<file path="src/rtl/fo4_meas_pkg.sv">
// fo4_meas_pkg: FSM state encoding and default parameters shared by the FO4 measurement block.
package fo4_meas_pkg;
  typedef enum logic [1:0] {IDLE, ARM, COUNT, DONE} state_e;
  localparam int WINDOW_W_DEF = 16;
  localparam int CNT_W_DEF = 16;
  localparam int SYNC_STAGES_DEF = 2;
endpackage

</file>
<file path="src/rtl/fo4_meas_sync.sv">
// fo4_meas_sync: multi-flop synchronizer with rising-edge detect on the synchronized level.
module fo4_meas_sync #(
  parameter int STAGES = 2
) (
  input  logic clk_i,
  input  logic reset_i,
  input  logic d,
  output logic rise
);
  logic [STAGES:0] sr;
  always_ff @(posedge clk_i or posedge reset_i)
    if (reset_i) sr <= '0;
    else sr <= {sr[STAGES-1:0], d};
  assign rise = sr[STAGES-1] & ~sr[STAGES];
endmodule

</file>
<file path="src/rtl/fo4_meas.sv">
// fo4_meas: gated ring-oscillator edge counter; FO4_MEAS_DELAY_EN adds a probe_in->probe_out delay_o.
module fo4_meas
  import fo4_meas_pkg::*;
#(
  parameter int WINDOW_W = WINDOW_W_DEF,
  parameter int CNT_W = CNT_W_DEF,
  parameter int SYNC_STAGES = SYNC_STAGES_DEF
) (
  input  logic                clk_i,
  input  logic                reset_i,
  input  logic                en_i,
  input  logic [WINDOW_W-1:0] window_i,
  input  logic                probe_in_i,
  input  logic                probe_out_i,
  output logic [CNT_W-1:0]    result_o,
  output logic                overflow_o,
  output logic                v_o,
  input  logic                yumi_i
`ifdef FO4_MEAS_DELAY_EN
  ,
  output logic [CNT_W-1:0]    delay_o
`endif
);
  localparam logic [CNT_W-1:0] MAX = '1;
  localparam logic [CNT_W-1:0] ONE = CNT_W'(1);
  localparam logic [WINDOW_W-1:0] WONE = WINDOW_W'(1);
  state_e state, nxt;
  logic [WINDOW_W-1:0] left;
  logic [CNT_W-1:0] cnt, res_q;
  logic ovf, ovf_q, rise_in, rise_out;
  fo4_meas_sync #(.STAGES(SYNC_STAGES)) u_sync_in (
    .clk_i(clk_i), .reset_i(reset_i), .d(probe_in_i), .rise(rise_in)
  );
  fo4_meas_sync #(.STAGES(SYNC_STAGES)) u_sync_out (
    .clk_i(clk_i), .reset_i(reset_i), .d(probe_out_i), .rise(rise_out)
  );
  always_ff @(posedge clk_i or posedge reset_i)
    if (reset_i) state <= IDLE;
    else state <= nxt;
  always_comb begin
    nxt = state;
    unique case (state)
      IDLE:  nxt = en_i ? ARM : IDLE;
      ARM:   nxt = !en_i ? IDLE : (window_i == '0 ? DONE : COUNT);
      COUNT: nxt = !en_i ? IDLE : (left == WONE ? DONE : COUNT);
      DONE:  nxt = yumi_i ? (en_i ? ARM : IDLE) : DONE;
    endcase
  end
  // ovf is set exactly when cnt reaches MAX, so it doubles as the saturation flag
  always_ff @(posedge clk_i or posedge reset_i)
    if (reset_i) begin
      left <= '0;
      cnt <= '0;
      ovf <= 1'b0;
      res_q <= '0;
      ovf_q <= 1'b0;
    end else begin
      if (state == ARM) begin
        left <= window_i;
        cnt <= '0;
        ovf <= 1'b0;
      end
      if (state == COUNT) begin
        left <= left - WONE;
        if (rise_out && !ovf) begin
          cnt <= cnt + ONE;
          ovf <= (cnt == MAX - ONE);
        end
      end
      if (state == DONE) begin
        res_q <= cnt;
        ovf_q <= ovf;
      end
    end
  always_comb begin
    v_o = (state == DONE);
    result_o = v_o ? cnt : res_q;
    overflow_o = v_o ? ovf : ovf_q;
  end
`ifdef FO4_MEAS_DELAY_EN
  logic [CNT_W-1:0] dcnt, dres_q;
  logic d_run, d_hit;
  always_ff @(posedge clk_i or posedge reset_i)
    if (reset_i) begin
      dcnt <= '0;
      dres_q <= '0;
      d_run <= 1'b0;
      d_hit <= 1'b0;
    end else begin
      if (state == ARM) begin
        dcnt <= '0;
        d_run <= 1'b0;
        d_hit <= 1'b0;
      end
      if (state == COUNT) begin
        if (d_run) begin
          dcnt <= (dcnt == MAX) ? MAX : dcnt + ONE;
          if (rise_out) begin
            d_run <= 1'b0;
            d_hit <= 1'b1;
          end
        end else if (!d_hit && rise_in) d_run <= 1'b1;
      end
      if (state == DONE) dres_q <= d_hit ? dcnt : MAX;
    end
  assign delay_o = v_o ? (d_hit ? dcnt : MAX) : dres_q;
`else
  logic unused_rise_in;
  assign unused_rise_in = rise_in;
`endif
endmodule
</file>
<file path="config.mk">
export PLATFORM = sky130hd
export DESIGN_NAME = fo4_meas
export DESIGN_NICKNAME = d
export VERILOG_FILES = /design/src/rtl/fo4_meas_pkg.sv /design/src/rtl/fo4_meas_sync.sv /design/src/rtl/fo4_meas.sv
export SDC_FILE = /design/constraint.sdc
export NUM_CORES = 1
export LEC_CHECK = 0
export BUFFER_PORTS_ARGS = -buffer_cell sky130_fd_sc_hd__buf_2
export CAP_MARGIN = 20
export CORE_MARGIN = 2
export CORE_UTILIZATION = 23
export DETAILED_ROUTE_END_ITERATION = 10
export PLACE_DENSITY = 0.38
export SLEW_MARGIN = 20
export SYNTH_ARGS = -nofsm -noshare
export SYNTH_HDL_FRONTEND = slang
export SYNTH_SLANG_ARGS = --single-unit
</file>
<file path="constraint.sdc">
create_clock -name clk_i -period 2.4 [get_ports clk_i]
set_input_delay 0.12 -clock clk_i [delete_from_list [all_inputs] [get_ports clk_i]]
set_output_delay 0.12 -clock clk_i [all_outputs]
set_load 0.01 [all_outputs]
</file>
# Word-level counts from Yosys, hierarchy flattened
# Index checks and enable logic that the tools add are counted.
word_totals:
  regBits: 55
  in_bits: 22
  output_inout_bits: 18
  word_cells: 38
classes:
  n_addsub: 2
  n_eq_ne: 5
  mux: 17
  n_bitwise: 2
  reduce_logical: 5
ops:
  columns: ["op", "n"]
  rows:
  - ["two-way mux 16 bit", 6]
  - ["adder 16 x 1 -> 16 bit (second input constant)", 1]
  - ["== test 16 x 1 -> 1 bit (second input constant)", 1]
  - ["== test 16 bit (second input constant)", 1]
  - ["zero test 16 bit", 1]
  - ["subtractor 16 x 1 -> 16 bit (second input constant)", 1]
  - ["one-hot mux 2 bit (4 select lines)", 1]
  - ["two-way mux 1 bit", 7]
  - ["two-way mux 2 bit", 3]
  - ["== test 2 bit (second input constant)", 2]
  - ["== test 2 x 1 -> 1 bit (second input constant)", 1]
  - ["zero test 2 bit", 1]
  - ["nonzero test 2 bit", 1]
  - ["AND 1 bit", 1]
  - ["logical AND 1 bit", 1]
  - ["zero test 1 bit", 1]
  - ["NOT 1 bit", 1]

# Longest topological paths before layout
logic_depth:
  ltp_word: 5
  depth_mapped: 8
  ltp_nobuf: 6

# Cells and area by module
# From an unflattened synthesis, not the netlist that was laid out.
unflattened:
  hier_cells: 283
  area_unflattened_um2: 2885.3
modules_own_cells:
  columns: ["mod", "n_inst", "cells_per_inst", "area_each_um2", "seq_area_each_um2"]
  rows:
  - ["fo4_meas", 1, 278, 2792.7, 1301.2]
  - ["fo4_meas_sync", 1, 5, 92.6, 75.1]

# Worst setup path after synthesis
# OpenSTA, ideal clock, no wires.
synth_timing:
  path_kind: "register to register"
  startpoint: "register state[0]"
  endpoint: "register res_q[10]"
  setup_ns: 0.138
  arrival_time_ns: 1.673
  required_ns: 2.262
  setup_slack_ns: 0.589
  path_stages_with_launch: 5
  n_path_buf: 2
  synth_period_minus_slack_ns: 1.811
  path_cell_list: "dfrtp_1 -> ha_1 -> clkbuf_1 -> clkbuf_1 -> mux2_2"
synth_between:
  elab_chain_cells: 2
synth_lines:
  columns: ["item", "line", "rtl"]
  rows:
  - ["from (decl)", "fo4_meas.sv:27", "state_e state, nxt;"]
  - ["from (signal assigned)", "fo4_meas.sv:39", "else state <= nxt;"]
  - ["== test 2 bit", null, null]
  - ["named net v_o", "fo4_meas.sv:17", "output logic v_o,"]
  - ["two-way mux 16 bit", null, null]
  - ["named net result_o[10]", "fo4_meas.sv:15", "output logic [CNT_W-1:0] result_o,"]
  - ["to (signal assigned)", "fo4_meas.sv:71", "res_q <= cnt;"]
  - ["to (decl)", "fo4_meas.sv:29", "logic [CNT_W-1:0] cnt, res_q;"]
# The timed path passes the listed nets, and every way through them passes these cells.
# A chain may end at the register's enable or synchronous reset.

# Worst setup path after layout
layout_timing:
  startpoint: "register state[1]"
  endpoint: "output overflow_o"
layout_between:
  elab_chain_cells: 2
layout_lines:
  columns: ["item", "line", "rtl"]
  rows:
  - ["== test 2 bit", "fo4_meas.sv:76", "v_o = (state == DONE);"]
  - ["two-way mux 1 bit", null, null]
  - ["to (decl)", "fo4_meas.sv:16", "output logic overflow_o,"]
# Every way passes these cells.

==> run_results.csv <==
group,metric,value,unit
clock_network,cts-hold-fix-buffers,2,
setup_path,cp-start-kind,"register",
timing,rsz0062_at_grt,"false",
synthesis,synth_most_common_cell,"dfrtp_1",
setup_path,setup.worst_path.class,"reg -> out",
placed_design,dp_hpwl,5020,µm
floorplan,io_pins,40,
power,cellLeakagePower,1.53,nW
outcome,status,"completed",
synthesis,syn_area_per_cell,10.0,µm²
synthesis,netlist_top_cells_area,"dfrtp_1 (48%), mux2_2 (6.7%), nand2_1 (4.0%), ha_1 (3.5%), mux2i_1 (3.2%)",
global_routing,gr-total-overflow,0,
clock_network,post-cts-setup-buffer-count,0,
detailed_routing,via_per_inst,4.90,
timing,slew_violations,0,
floorplan,core,0.0120,mm²
detailed_routing,wl_per_cell,14.9,µm
detailed_routing,antenna_left,0,
clock_network,clk_latency,300,ps
timing,max_freq,0.509,GHz
setup_path,end_kind,"output pin",
timing,setup_viol,0,
power,peakVddDrop,0.342,mV
global_routing,grt_max_degree,56,
synthesis,synth_nets,313,
cells_and_area,antenna_cells,0,
placed_design,portBuffers,38,
clock_network,cts_tree,"done",
synthesis,synth-seq-area-share,48.5,%
worst_hold_path,worstHoldPathType,"in -> reg",
timing,timing.setup.tns,0,ps
timing,finalHoldViolCount,0,
cells_and_area,drive_gt1_share,23.0,%
detailed_routing,drtIter0Drc,86,
floorplan,row_count,40,
setup_path,crit_required,2280,ps
clock_network,clkTransAtPathRegs,80,ps
clock_network,clkSinkCount,55,
synthesis,syn_area,0.00284,mm²
detailed_routing,vias,2318,
cells_and_area,finalNetCount,355,
power,powerDensity,939,mW/mm²
setup_path,critPathArrivalTime,1850,ps
timing,slew_headroom,60.3,%
synthesis,synth_commonest_cells,"dfrtp_1 (55), nand2_1 (30), o21ai_0 (18), mux2_2 (17), nor2_1 (16)",
detailed_routing,drt-total-wl,7060,µm
clock_network,cts-root-buf,"clkbuf_16",
timing,fin_skew,6.67,ps
synthesis,synth_flop_cell,"dfrtp_1",
placed_design,dp_slack,520,ps
global_routing,antenna_found_initial,0,
floorplan,die_h,115,µm
clock_network,post_cts_resized,0,
global_routing,grt_pass1_vias,2244,
floorplan,start_util,23.6,%
clock_network,cts-htree-levels,2,
timing,fin_ws,434,ps
detailed_routing,drt_pass1_iterations,4,
setup_path,path_max_fanout,13,
synthesis,yosysTopAreaCellShare,48.5,%
placed_design,gp_congestion,0.774,
global_routing,grt_pass1_wl,11800,µm
synthesis,synth-async-reset-ratio,100,%
synthesis,syn_inst,283,
global_routing,grt_util_all_layers,11.5,%
floorplan,dieWidth,115,µm
timing,min_period_over_period,81.9,%
run,drv_cap,0,
synthesis,post_synth_num_cell_types,44,
synthesis,synth_top_cell_by_area,"dfrtp_1",
cells_and_area,syn_to_final_growth,20.9,%
timing,period_needed,1970,ps
synthesis,ys_ff_latch,55,
detailed_routing,drc,0,
clock_network,cts_made_buffers,5,
synthesis,yosys_warnings,0,
synthesis,synth_edf_count,0,
timing,max_slew.worst_pin.slew,591,ps
clock_network,clockBufferDepth,2,
floorplan,fp.dieArea,0.0132,mm²
## registers in the layout, indices dropped and copies added, names as in the netlist
| signal | flops |
|---|---|
| cnt | 16 |
| u_sync_out.sr | 3 |
| ovf_q | 1 |
| res_q | 16 |
| ovf | 1 |
| state | 2 |
| left | 16 |
## routing by layer
metal / wire length, µm / global-route usage (%) / vias to the layer above
met4: 88 / 3.61 / 0
met1: 3390 / 15.3 / 1115
met3: 212 / 2.21 / 7
met2: 3360 / 18.8 / 52
li1: - / - / 1144
met5: 0 / 0 / -
## placed cells by master, fill, tap and decap left out, drive strengths merged, types with 2 or more instances in the layout
| cell type | synthesis | final |
|---|---|---|
| a21oi | 14 | 14 |
| a22oi | 2 | 2 |
| a31oi | 7 | 7 |
| a41o | 2 | 2 |
| and3 | 2 | 2 |
| and4 | 2 | 2 |
| buf | 2 | 45 |
| clkbuf | 10 | 6 |
| dfrtp | 55 | 55 |
| dlygate4sd3 | 0 | 2 |
| ha | 8 | 8 |
| inv | 10 | 11 |
| mux2 | 17 | 17 |
| mux2i | 9 | 9 |
| nand2 | 30 | 30 |
| nand2b | 3 | 3 |
| nand3 | 10 | 10 |
| nand3b | 3 | 3 |
| nand4 | 8 | 8 |
| nor2 | 16 | 16 |
| nor3 | 11 | 11 |
| nor4 | 5 | 5 |
| nor4b | 2 | 2 |
| o211ai | 8 | 8 |
| o21ai | 18 | 18 |
| o22ai | 9 | 9 |
| or3 | 2 | 2 |
| or4 | 5 | 5 |
## final timing paths
kind,depth (start not counted),endpoint,slack [ps],startpoint
max,4,overflow_o,430,state[1]$_DFF_PP0_
min,3,left[12]$_DFFE_PP0P_,80,window_i[12]
max reg2reg,6,left[10]$_DFFE_PP0P_,490,state[1]$_DFF_PP0_
min reg2reg,0,u_sync_out.sr[1]$_DFF_PP0_,350,u_sync_out.sr[0]$_DFF_PP0_
max in group asynchronous,4,left[3]$_DFFE_PP0P_,1740,reset_i
min in group asynchronous,4,res_q[7]$_DFF_PP0_,420,reset_i
## power breakdown
part | switching (mW) | leakage, nW | total (mW) | internal, mW
clock | 0.366 | 0.0815 | 0.864 | 0.498
sequential | 0.222 | 0.720 | 1.32 | 1.09
combinational | 0.627 | 0.730 | 1.04 | 0.416
## critical path: stages, from the launching register on
cell and delay [ps]:
dfrtp_1 380, ha_1 460, buf_12 210, mux2_2 350, buf_2 140
## cell type report
type | count | area, µm²
clock buffer | 6 | 129
multi-input combinational | 205 | 1380
clock inverter | 2 | 38.8
tap | 147 | 184
inverter | 11 | 41.3
fill | 1282 | 8580
timing repair buffer | 47 | 288
sequential | 55 | 1380
## stage by stage
step | hold WS (ps) | cells | utilization (%) | total power, mW | instance area (µm²)
floorplan | 151 | 283 | - | 2.05 | 2840
global placement | 211 | 463 | 27.0 | 2.37 | 3250
detailed placement | 211 | 463 | 27.0 | 2.38 | 3250
CTS | 69.3 | 473 | 28.6 | 3.27 | 3430
global route | 79.1 | 473 | 28.6 | 3.45 | 3430
finish | 75.3 | 473 | 28.6 | 3.22 | 3430
## kinds of logic (layout without fill, tap and decap cells)
family                     count (synthesis)  in the layout  synth area share (%)
buffers and inverters                     23             66                  3.04
muxes                                     26             26                  9.92
adders and majority gates                  8              8                  3.53
and+or+nand+nor                          104            104                  20.4
AOI/OAI and AO/OA                         67             67                  14.7
DFF                                       55             55                  48.5
No activity file was read; power rests on OpenSTA's default activity.
